`config.mk`:
```
export PLATFORM = sky130hd
export DESIGN_NAME = fsm_ctrl_unit_flat
export DESIGN_NICKNAME = d
export VERILOG_FILES = /design/src/rtl/fsm_ctrl_pkg.sv /design/src/rtl/fsm_ctrl_unit_if.sv /design/src/rtl/fsm_ctrl_decode.sv /design/src/rtl/fsm_ctrl_unit.sv /design/src/flat_wrapper.sv
export SDC_FILE = /design/constraint.sdc
export NUM_CORES = 1
export LEC_CHECK = 0
export ABC_AREA = 1
export CAP_MARGIN = 15
export CORE_MARGIN = 2
export CORE_UTILIZATION = 41
export CTS_CLUSTER_DIAMETER = 30
export DETAILED_ROUTE_END_ITERATION = 6
export GPL_ROUTABILITY_DRIVEN = 0
export MAX_ROUTING_LAYER = met4
export PLACE_DENSITY_LB_ADDON = 0.2
export SYNTH_ARGS = -nofsm -noshare
export SYNTH_HDL_FRONTEND = slang
export SYNTH_SLANG_ARGS = --single-unit
```
`constraint.sdc`:
```
create_clock -name clk -period 4.4 [get_ports clk]
set_clock_uncertainty 0.15 [all_clocks]
set_input_delay 1.32 -clock clk [delete_from_list [all_inputs] [get_ports clk]]
set_output_delay 1.32 -clock clk [all_outputs]
set_load 0.005 [all_outputs]
```
`src/rtl/fsm_ctrl_pkg.sv`:
```
// Shared opcode constants and FSM state type for the Fibonacci control unit.
package fsm_ctrl_pkg;

  localparam logic [2:0] OP_NOP  = 3'b000;
  localparam logic [2:0] OP_ALU1 = 3'b001;
  localparam logic [2:0] OP_ALU2 = 3'b010;
  localparam logic [2:0] OP_ALU3 = 3'b011;
  localparam logic [2:0] OP_LOAD = 3'b100;
  localparam logic [2:0] OP_CMP  = 3'b101;
  localparam logic [2:0] OP_LOOP = 3'b110;
  localparam logic [2:0] OP_HALT = 3'b111;

  typedef enum logic [1:0] {
    ST_IDLE  = 2'd0,
    ST_FETCH = 2'd1,
    ST_EXEC  = 2'd2,
    ST_DONE  = 2'd3
  } state_e;

endpackage

```
`src/rtl/fsm_ctrl_unit_if.sv`:
```
// Program-store fetch bus: valid/ready instruction handshake plus fetch address.
interface fsm_ctrl_unit_if #(
  parameter int OPW = 3,
  parameter int AW  = 2,
  parameter int PCW = 4
);
  localparam int IW = OPW + 2 * AW;

  logic          instr_valid;
  logic [IW-1:0] instr;
  logic          instr_ready;
  logic [PCW-1:0] pc;

  modport master (input instr_valid, input instr, output instr_ready, output pc);
  modport slave  (output instr_valid, output instr, input instr_ready, input pc);
endinterface

```
`src/rtl/fsm_ctrl_decode.sv`:
```
// Combinational instruction decode: IR fields and write/load/loop/halt flags.
// FSM_CTRL_LOOP_EN enables the LOOP opcode; otherwise 110 decodes as NOP.
module fsm_ctrl_decode
  import fsm_ctrl_pkg::*;
#(
  parameter int OPW = 3,
  parameter int AW  = 2
) (
  input  logic [OPW+2*AW-1:0] ir,
  output logic [OPW-1:0]      alu_opcode,
  output logic [AW-1:0]       operand1,
  output logic [AW-1:0]       operand2,
  output logic                wr,
  output logic                load,
  output logic                loop,
  output logic                halt
);

  localparam int IW = OPW + 2 * AW;

  always_comb begin
    // NOTE: every output gets a default first so no path leaves one unassigned (no latch).
    alu_opcode = ir[IW-1 -: OPW];
    operand1   = ir[2*AW-1 -: AW];
    operand2   = ir[AW-1:0];
    wr         = 1'b0;
    load       = 1'b0;
    loop       = 1'b0;
    halt       = 1'b0;
    // Opcodes wider than 3 bits with any upper bit set fall to the NOP default.
    case (alu_opcode)
      OPW'(OP_ALU1), OPW'(OP_ALU2), OPW'(OP_ALU3): wr = 1'b1;
      OPW'(OP_LOAD): begin
        wr   = 1'b1;
        load = 1'b1;
      end
`ifdef FSM_CTRL_LOOP_EN
      OPW'(OP_LOOP): loop = 1'b1;
`endif
      OPW'(OP_HALT): halt = 1'b1;
      default: ;
    endcase
  end

endmodule

```
`src/rtl/fsm_ctrl_unit.sv`:
```
// Fetch/execute controller: FSM, instruction register, pc and optional loop counter.
// FSM_CTRL_LOOP_EN adds the hardware loop counter and the LOOP instruction.
module fsm_ctrl_unit
  import fsm_ctrl_pkg::*;
#(
  parameter int OPW  = 3,
  parameter int AW   = 2,
  parameter int PCW  = 4,
  parameter int CNTW = 8
) (
  input  logic            clk,
  input  logic            rst,
  input  logic            start,
  input  logic [CNTW-1:0] loop_init,
  fsm_ctrl_unit_if.master bus,
  output logic [OPW-1:0]  alu_opcode,
  output logic [AW-1:0]   rd_addr1,
  output logic [AW-1:0]   wrt_addr,
  output logic [AW-1:0]   rd_addr2,
  output logic            wrt_en,
  output logic            load_data,
  output logic            busy,
  output logic            done
);

  localparam int IW = OPW + 2 * AW;

  state_e         state_q, state_d;
  logic [PCW-1:0] pc_q, pc_d;
  logic [IW-1:0]  ir_q, ir_d;
  logic [AW-1:0]  op1, op2;
  logic           dec_wr, dec_load, dec_loop, dec_halt;
  logic           cnt_nz;

`ifdef FSM_CTRL_LOOP_EN
  logic [CNTW-1:0] cnt_q, cnt_d;
  assign cnt_nz = (cnt_q != '0);
`else
  logic unused_loop_init;
  assign unused_loop_init = ^loop_init;
  assign cnt_nz           = 1'b0;
`endif

  fsm_ctrl_decode #(.OPW(OPW), .AW(AW)) u_decode (
    .ir         (ir_q),
    .alu_opcode (alu_opcode),
    .operand1   (op1),
    .operand2   (op2),
    .wr         (dec_wr),
    .load       (dec_load),
    .loop       (dec_loop),
    .halt       (dec_halt)
  );

  always_comb begin
    state_d = state_q;
    pc_d    = pc_q;
    ir_d    = ir_q;
`ifdef FSM_CTRL_LOOP_EN
    cnt_d   = cnt_q;
`endif
    case (state_q)
      ST_IDLE, ST_DONE: begin
        if (start) begin
          state_d = ST_FETCH;
          pc_d    = '0;
`ifdef FSM_CTRL_LOOP_EN
          cnt_d   = loop_init;
`endif
        end
      end
      ST_FETCH: begin
        if (bus.instr_valid) begin
          ir_d    = bus.instr;
          state_d = ST_EXEC;
        end
      end
      ST_EXEC: begin
        if (dec_halt) begin
          state_d = ST_DONE;
        end else begin
          state_d = ST_FETCH;
          // pc only moves on the EXEC exit edge so it names the instruction for both phases.
          if (dec_loop && cnt_nz) begin
            pc_d  = PCW'({op1, op2});
`ifdef FSM_CTRL_LOOP_EN
            cnt_d = cnt_q - 1'b1;
`endif
          end else begin
            pc_d = pc_q + 1'b1;
          end
        end
      end
      default: state_d = ST_IDLE;
    endcase
  end

  always_ff @(posedge clk or posedge rst) begin
    if (rst) begin
      state_q <= ST_IDLE;
      pc_q    <= '0;
      ir_q    <= '0;
`ifdef FSM_CTRL_LOOP_EN
      cnt_q   <= '0;
`endif
    end else begin
      // NOTE: non-blocking assignments so every flop samples pre-edge values.
      state_q <= state_d;
      pc_q    <= pc_d;
      ir_q    <= ir_d;
`ifdef FSM_CTRL_LOOP_EN
      cnt_q   <= cnt_d;
`endif
    end
  end

  assign rd_addr1        = op1;
  assign wrt_addr        = op1;
  assign rd_addr2        = op2;
  assign wrt_en          = (state_q == ST_EXEC) && dec_wr;
  assign load_data       = (state_q == ST_EXEC) && dec_load;
  assign busy            = (state_q == ST_FETCH) || (state_q == ST_EXEC);
  assign done            = (state_q == ST_DONE);
  assign bus.instr_ready = (state_q == ST_FETCH);
  assign bus.pc          = pc_q;

endmodule

```
`src/flat_wrapper.sv`:
```
// flat-port wrapper written by rule: the top's interface ports become plain ports
module fsm_ctrl_unit_flat import fsm_ctrl_pkg::*;
#(
  parameter int OPW  = 3,
  parameter int AW   = 2,
  parameter int PCW  = 4,
  parameter int CNTW = 8
)
  (clk, rst, start, loop_init, alu_opcode, rd_addr1, wrt_addr, rd_addr2, wrt_en, load_data, busy, done, bus_instr_valid, bus_instr, bus_instr_ready, bus_pc);
  fsm_ctrl_unit_if #(.OPW(OPW), .AW(AW), .PCW(PCW)) bus_i ();
  input  logic clk;
  input  logic rst;
  input  logic start;
  input  logic [CNTW-1:0] loop_init;
  output logic [OPW-1:0] alu_opcode;
  output logic [AW-1:0] rd_addr1;
  output logic [AW-1:0] wrt_addr;
  output logic [AW-1:0] rd_addr2;
  output logic wrt_en;
  output logic load_data;
  output logic busy;
  output logic done;
  input wire logic [$bits(bus_i.instr_valid)-1:0] bus_instr_valid;
  input wire logic [$bits(bus_i.instr)-1:0] bus_instr;
  output wire logic [$bits(bus_i.instr_ready)-1:0] bus_instr_ready;
  output wire logic [$bits(bus_i.pc)-1:0] bus_pc;
  assign bus_i.instr_valid = bus_instr_valid;
  assign bus_i.instr = bus_instr;
  assign bus_instr_ready = bus_i.instr_ready;
  assign bus_pc = bus_i.pc;
  fsm_ctrl_unit #(.OPW(OPW), .AW(AW), .PCW(PCW), .CNTW(CNTW)) u_core (.clk(clk), .rst(rst), .start(start), .loop_init(loop_init), .bus(bus_i), .alu_opcode(alu_opcode), .rd_addr1(rd_addr1), .wrt_addr(wrt_addr), .rd_addr2(rd_addr2), .wrt_en(wrt_en), .load_data(load_data), .busy(busy), .done(done));
endmodule
```
==> results of run 1 <==
-- state kept, by name, summed over array words and instances, names as in the netlist --
register,cells
u_core.ir_q,7
u_core.bus.pc,4
u_core.state_q,2
-- worst paths after layout --
path | startpoint | end | slack [ns] | depth (start not counted)
setup / recovery | u_core.state_q[0] | wrt_en | 0.97 | 5
hold / removal | u_core.ir_q[0] | u_core.ir_q[0] | 0.34 | 1
setup reg to reg | u_core.state_q[0] | u_core.bus.pc[1] | 2.79 | 9
hold reg to reg | u_core.ir_q[0] | u_core.ir_q[0] | 0.34 | 1
max in group asynchronous | rst | u_core.state_q[0] | 2.52 | 2
min in group asynchronous | rst | u_core.ir_q[6] | 1.23 | 2
-- synth_stat cells --
cell type	instances	area share, %
buf_4	2	2.1
a21oi_1	2	1.4
inv_2	2	1.0
inv_1	10	5.2
ha_1	5	8.7
o21ai_0	3	2.1
nor2_4	2	3.1
mux2_2	2	3.1
nor2_1	10	5.2
mux2_1	3	4.7
xor2_1	1	1.2
nand2_1	17	8.8
o21ai_1	2	1.4
nand3_1	5	3.5
dfrtp_1	13	45
nand2_2	4	3.5
-- per-layer routing --
layer / up-vias / wire [microns] / part of all wire (%)
met4: 0 / 13 / 0.93
met2: 17 / 630 / 45
met3: 2 / 65 / 4.7
li1: 316 / - / -
met1: 260 / 686 / 49
met5: - / 0 / 0
-- kinds of logic (layout without fill, tap and decap cells) --
group           count (synthesis)  after routing  synth area share [%]
mux                             5              5                  7.80
buf+inv                        14             44                  8.32
compound gates                  7              7                  4.85
flops                          13             13                  45.1
xor+xnor                        1              1                  1.21
simple gates                   38             38                  24.1
fa+ha+maj                       5              5                  8.67
-- per-stage QoR --
stage                     power (mW)  util, %  cell area (sq um)  setup slack (ns)  hold WS, ns
final                          0.639     61.3               1030             0.970        0.343
after global routing           0.698     61.3               1030             0.786        0.362
after CTS                      0.648     61.3               1030             0.954        0.350
after detailed placement       0.571     59.7               1010              1.28        0.331
after global placement         0.562     59.7               1010              1.30        0.327
after floorplan                0.411        -                722              1.88        0.335
-- power groups by stage --
stage	Combinational, mW	Sequential (mW)	Clock [mW]
finish	0.358	0.206	0.0744
global placement	0.356	0.206	0
global route	0.404	0.213	0.0810
detailed placement	0.361	0.210	0
CTS	0.364	0.207	0.0770
floorplan	0.205	0.206	0
-- final cells by class --
type	instances	area, sq um	share of cell area (%)
repair buffers	28	280	27.1
inverters	12	45.0	4.35
flip-flops and latches	13	325	31.4
well taps	17	21.3	2.06
multi-input cells	56	337	32.5
clock buffers	4	26.3	2.54
==> flow_summary.toml, run 1 <==
[run_status]
outcome = "completed"

[die]
core_sq_um = 1690
rows = 15
ios = 37
dieArea_sq_um = 2110
start_util_pct = 42.7
die_w_microns = 46.0
die_y_microns = 46.0

[grt]
met2_usage_pct = 22.2
grt_pass1_wl_microns = 2210
met3_usage_pct = 2.38
grt-ovfl-total = 0
grt_pass1_vias = 534
grt_use_total_pct = 15.0
grt_max_degree = 14
antenna_found_initial = 0
use_met1_pct = 19.9
grt_most_used_layer = "met2"

[worst_setup_path]
cp_slowest_stage_delay_ns = 0.53
worstSetupPathType = "flop to output port"
path_cells = "inv_1, ha_1, nand2_2, o21ai_0, clkdlybuf4s50_1"
crit_buf_inv = 2
end_kind = "output port"
crit_path_start_kind = "flop"
crit_arrival_ns = 1.96
crit_fanout = 7
critPathTopFamily = "buffers and inverters"
cp_data_required_time_ns = 2.93
slowest_stage = "clkdlybuf4s50_1"

[synthesis]
syn_nets = 107
post_synth.cell_area_avg_sq_um = 8.70
ys_ff_latch = 13
ys_seq_area_share_pct = 45.1
synthDistinctLibCells = 16
synth-warning-count = 0
netlist_area_sq_um = 722
synthCells = 83

[cts]
post_cts_buffers = 0
path_clk_slew_ns = 0.08
ctsResizeCount = 0
clock-root-buffer = "clkbuf_4"
worstSkewPairLatency_ns = 0.27
cts.sinks = 13
h-tree-depth = 1
hold_buffers = 0
clockBufferDepth = 2
numCtsBuffers = 3
cts_tree = "yes"

[power_and_ir_drop]
p_int_mw = 0.396
p_leak_nw = 0.513
pwr-share-clk_pct = 11.7
p_seq_share_pct = 32.2
swShare_pct = 37.9
peakVddDrop_mv = 0.393
p_per_area_nw_per_um2 = 617
comb_power_share_pct = 56.1
switching_power_mw = 0.242

[sta]
final_max_slew_viol_count = 0
tightest_slew_ns = 0.518
rsz0062_at_grt = "false"
post-route-min-period_ns = 3.43
setup_viol = 0
finalCritPeriodShare_pct = 78.0
timing.fmax_mhz = 292
slew_headroom_pct = 65.4
hold_viol = 0
tns_ns = 0

[layout]
drive_gt1_share_pct = 11.5
fin_cells = 130
final_common_cell = "clkdlybuf4s50_1"
syn_to_final_growth_pct = 43.3
fillers = 172
nNetsFinal = 138
n_antenna_cell = 0
final_cell_mix = "clkdlybuf4s50_1, nand2_1, dfrtp_1, inv_1, nor2_1"

[placed_design]
io_buffers = 28
detailed_place_hpwl_microns = 1060
dp_cells = 126

[route]
first_pass_iters = 4
ant_nets = 0
wire_per_inst_microns = 10.7
vias_per_cell = 4.58
vias = 595
drcViolationCount = 0
routed_wl_microns = 1400
drtIter0Drc = 5

[hold_path]
hold_class = "flop to flop"

[job]
maxCapViolCount = 0
Note: power is estimated with default switching activity, not from simulation.
==> run 2: changes to the inputs <==
--- a/config.mk
+++ b/config.mk
@@ -8,7 +8,7 @@
 export ABC_AREA = 1
 export CAP_MARGIN = 15
 export CORE_MARGIN = 2
-export CORE_UTILIZATION = 41
+export CORE_UTILIZATION = 38
 export CTS_CLUSTER_DIAMETER = 30
 export DETAILED_ROUTE_END_ITERATION = 6
 export GPL_ROUTABILITY_DRIVEN = 0
==> constraint.sdc (replaced) <==
create_clock -name clk -period 3.2 [get_ports clk]
set_clock_uncertainty 0.15 [all_clocks]
set_input_delay 0.96 -clock clk [delete_from_list [all_inputs] [get_ports clk]]
set_output_delay 0.96 -clock clk [all_outputs]
set_load 0.005 [all_outputs]
==> flow_summary.toml, run 2 (synthesized netlist as in run 1, its figures left out) <==
[cts]
hold_buffers = 0
cts.sinks = 13
h-tree-depth = 1
path_clk_slew_ns = 0.08
clockBufferDepth = 2
cts_tree = "yes"
worstSkewPairLatency_ns = 0.27
numCtsBuffers = 3
ctsResizeCount = 0
clock-root-buffer = "clkbuf_4"
post_cts_buffers = 0

[sta]
finalCritPeriodShare_pct = 95.7
hold_viol = 0
final_max_slew_viol_count = 0
post-route-min-period_ns = 3.06
slew_headroom_pct = 65.8
rsz0062_at_grt = "false"
tns_ns = 0
setup_viol = 0
timing.fmax_mhz = 327
tightest_slew_ns = 0.513

[power_and_ir_drop]
p_leak_nw = 0.513
peakVddDrop_mv = 0.600
p_per_area_nw_per_um2 = 848

[worst_setup_path]
end_kind = "output port"
cp_data_required_time_ns = 2.09
crit_fanout = 7
r2r_cells = 9
rr_startpoint = "u_core.state_q[0]"
rr_endpoint = "u_core.bus.pc[1]"
crit_path_start_kind = "flop"
crit_arrival_ns = 1.95
r2r_setup_slack_ns = 1.59
worstSetupPathType = "flop to output port"

[die]
die_w_microns = 47.6
die_y_microns = 47.6
rows = 15
ios = 37
dieArea_sq_um = 2260
core_sq_um = 1760
start_util_pct = 40.9

[layout]
nNetsFinal = 138
fillers = 177
regMostFlops = "u_core.ir_q"
largest_register_ffs = 7
multiInputGateArea_sq_um = 337
final_cell_mix = "clkdlybuf4s50_1, nand2_1, dfrtp_1, inv_1, nor2_1"
final_area_sq_um = 1040
n_antenna_cell = 0
regArea_sq_um = 325
drive_gt1_share_pct = 11.5
syn_to_final_growth_pct = 44.7
final_common_cell = "clkdlybuf4s50_1"

[grt]
grt-ovfl-total = 0
grt_use_total_pct = 15.9
grt_pass1_wl_microns = 2380
antenna_found_initial = 0
grt_max_degree = 14
grt_pass1_vias = 594

[route]
vias_per_cell = 4.41
vias = 608
wire_per_inst_microns = 10.4
drtIter0Drc = 10
routed_wl_microns = 1440
drcViolationCount = 0
ant_nets = 0
first_pass_iters = 3

[run_status]
outcome = "completed"

[hold_path]
hold_class = "flop to flop"
min_to = "u_core.ir_q[0]"
min_delay_path_depth = 1
min_from = "u_core.ir_q[0]"

[job]
maxCapViolCount = 0

[placed_design]
detailed_place_hpwl_microns = 1110
io_buffers = 28
placed_area_sq_um = 1020
run 2: cell counts in the layout (fill, tap and decap cells not counted):
Identical to the previous run, type by type.
run 2: layout make-up:
class                           instances  share of cell area (%)
Sequential cell                        13                    31.1
Tap cell                               25                    2.99
Inverter                               12                    4.31
Timing Repair Buffer                   28                    26.8
Clock buffer                            4                    2.51
Multi-Input combinational cell         56                    32.2
run 2: through the flow:
step           setup WS (ns)  util (%)  power, mW  hold slack (ns)  instances
2_1_floorplan           1.04         -      0.565            0.335         83
3_3_place_gp           0.459      57.7      0.775            0.324        134
3_5_place_dp           0.427      57.7      0.790            0.331        134
4_1_cts                0.121      59.2      0.899            0.351        138
5_1_grt               0.0517      59.2      0.974            0.373        138
6_report               0.137      59.2      0.886            0.349        138
run 2: worst max path at each step:
stage                            startpoint     end  slack, ns  cells after the start
after global routing      u_core.state_q[0]  wrt_en       0.05                      5
after global placement    u_core.state_q[0]  wrt_en       0.46                      5
after CTS                 u_core.state_q[0]  wrt_en       0.12                      5
after floorplan           u_core.state_q[0]  wrt_en       1.04                      4
after detailed placement  u_core.state_q[0]  wrt_en       0.43                      5
final                     u_core.state_q[0]  wrt_en       0.14                      5
run 2: worst max-delay path, stage by stage, from the launching register on:
cell and delay, ns:
dfrtp_1 0.44, inv_1 0.08, ha_1 0.32, nand2_2 0.14
o21ai_0 0.17, clkdlybuf4s50_1 0.54
run 2: power by group:
| group | switching (mW) | total [mW] | internal, mW | leakage (nW) |
|---|---|---|---|---|
| logic | 0.229 | 0.498 | 0.269 | 0.337 |
| clock network | 0.0549 | 0.103 | 0.0482 | 0.0150 |
| registers | 0.0560 | 0.284 | 0.228 | 0.160 |
| total | 0.340 | 0.886 | 0.545 | 0.513 |
run 2: routing by layer:
metal  GRT usage, %  vias up  part of all wire (%)
met2           26.2       20                    47
met5              -        -                     0
met1           17.9      269                    46
met4           9.73        0                   1.5
li1               -      317                     -
met3           2.26        2                   5.3
==> run 3: changes to the inputs <==
--- a/config.mk
+++ b/config.mk
@@ -14,6 +14,8 @@
 export GPL_ROUTABILITY_DRIVEN = 0
 export MAX_ROUTING_LAYER = met4
 export PLACE_DENSITY_LB_ADDON = 0.2
+export REMOVE_ABC_BUFFERS = 1
 export SYNTH_ARGS = -nofsm -noshare
 export SYNTH_HDL_FRONTEND = slang
 export SYNTH_SLANG_ARGS = --single-unit
+export TNS_END_PERCENT = 100
==> flow_summary.toml, run 3 (synthesized netlist as in run 1, its figures left out) <==
[run_status]
outcome = "completed"

[worst_setup_path]
slowest_stage = "clkdlybuf4s50_1"
critPathTopFamily = "buffers and inverters"
r2r_setup_slack_ns = 1.62
crit_arrival_ns = 1.93
cp_slowest_stage_delay_ns = 0.54
path_cells = "inv_1, ha_1, nand2_2, o21ai_0, clkdlybuf4s50_1"
worstSetupPathType = "flop to output port"
end_kind = "output port"
crit_path_start_kind = "flop"
crit_buf_inv = 2
crit_fanout = 7
cp_data_required_time_ns = 2.09

[layout]
final_cell_mix = "clkdlybuf4s50_1, nand2_1, dfrtp_1, inv_1, nor2_1"
final_common_cell = "clkdlybuf4s50_1"
n_antenna_cell = 0
fillers = 180
multiInputGateArea_sq_um = 337
regArea_sq_um = 325
largest_register_ffs = 7
syn_to_final_growth_pct = 44.7
nNetsFinal = 138
drive_gt1_share_pct = 11.5
fin_cells = 138
regMostFlops = "u_core.ir_q"

[route]
wire_per_inst_microns = 10.6
routed_wl_microns = 1460
drtIter0Drc = 10
vias = 622
ant_nets = 0
drcViolationCount = 0
first_pass_iters = 4
vias_per_cell = 4.51

[power_and_ir_drop]
peakVddDrop_mv = 0.433
pwr-share-clk_pct = 11.3
p_seq_share_pct = 32.3
comb_power_share_pct = 56.4
switching_power_mw = 0.340
p_per_area_nw_per_um2 = 848
power_mw = 0.885
p_leak_nw = 0.513
p_int_mw = 0.546
swShare_pct = 38.3

[cts]
worstSkewPairLatency_ns = 0.27
post_cts_buffers = 0
cts_tree = "yes"
h-tree-depth = 1
numCtsBuffers = 3
cts.sinks = 13
ctsResizeCount = 0
path_clk_slew_ns = 0.08
hold_buffers = 0
clock-root-buffer = "clkbuf_4"
clockBufferDepth = 2

[job]
maxCapViolCount = 0

[sta]
final_max_slew_viol_count = 0
post-route-min-period_ns = 3.04
timing.fmax_mhz = 328
setup_viol = 0
whs_ns = 0.357
slew_headroom_pct = 66.1
tns_ns = 0
rsz0062_at_grt = "false"
tightest_slew_ns = 0.508
finalCritPeriodShare_pct = 95.2
post-route-worst-setup-slack_ns = 0.155
hold_viol = 0

[die]
start_util_pct = 40.9
ios = 37
die_y_microns = 47.6
die_w_microns = 47.6
dieArea_sq_um = 2260
core_sq_um = 1760
rows = 15

[placed_design]
detailed_place_hpwl_microns = 1150
dp_cells = 134
place_ws_ns = 0.430
io_buffers = 28

[grt]
grt_use_total_pct = 15.1
antenna_found_initial = 0
grt_pass1_vias = 530
grt-ovfl-total = 0
grt_max_degree = 14
grt_pass1_wl_microns = 2310

[hold_path]
hold_class = "flop to flop"
## run 3: layer usage
layer	GRT usage, %	routed length [microns]
met2	23.0	707
met3	4.53	103
met4	4.86	12
met1	19.3	632
met5	-	0
## run 3: cell type report
cell class / instances / area share [%]
inverters: 12 / 4.31
flip-flops and latches: 13 / 31.1
clock buffers: 4 / 2.51
well taps: 25 / 2.99
repair buffers: 28 / 26.8
multi-input cells: 56 / 32.2
## run 3: power groups by stage
stage / logic [mW] / registers (mW) / clock network [mW]
floorplan: 0.262 / 0.286 / 0
global placement: 0.494 / 0.284 / 0
detailed placement: 0.505 / 0.290 / 0
CTS: 0.509 / 0.287 / 0.104
global route: 0.563 / 0.295 / 0.113
finish: 0.499 / 0.286 / 0.100
## run 3: worst paths after layout
kind                                     end  cells after the start               from
max in group asynchronous   u_core.bus.pc[2]                      2                rst
setup reg to reg            u_core.bus.pc[1]                      9  u_core.state_q[0]
hold / removal                u_core.ir_q[0]                      1     u_core.ir_q[0]
setup / recovery                      wrt_en                      5  u_core.state_q[0]
min in group asynchronous  u_core.state_q[1]                      2                rst
hold reg to reg               u_core.ir_q[0]                      1     u_core.ir_q[0]
## run 3: stage by stage
step                util [%]  cell area, sq um
global placement        57.7              1020
CTS                     59.2              1040
finish                  59.2              1040
global route            59.2              1040
floorplan                  -               707
detailed placement      57.7              1020
## run 3: worst register-to-register path, delay by kind of cell (launching register included)
kind                       cells  cell delay (ns)
adders and majority gates      1             0.30
buffers and inverters          3             0.23
DFF                            1             0.43
and+or+nand+nor                5             0.38
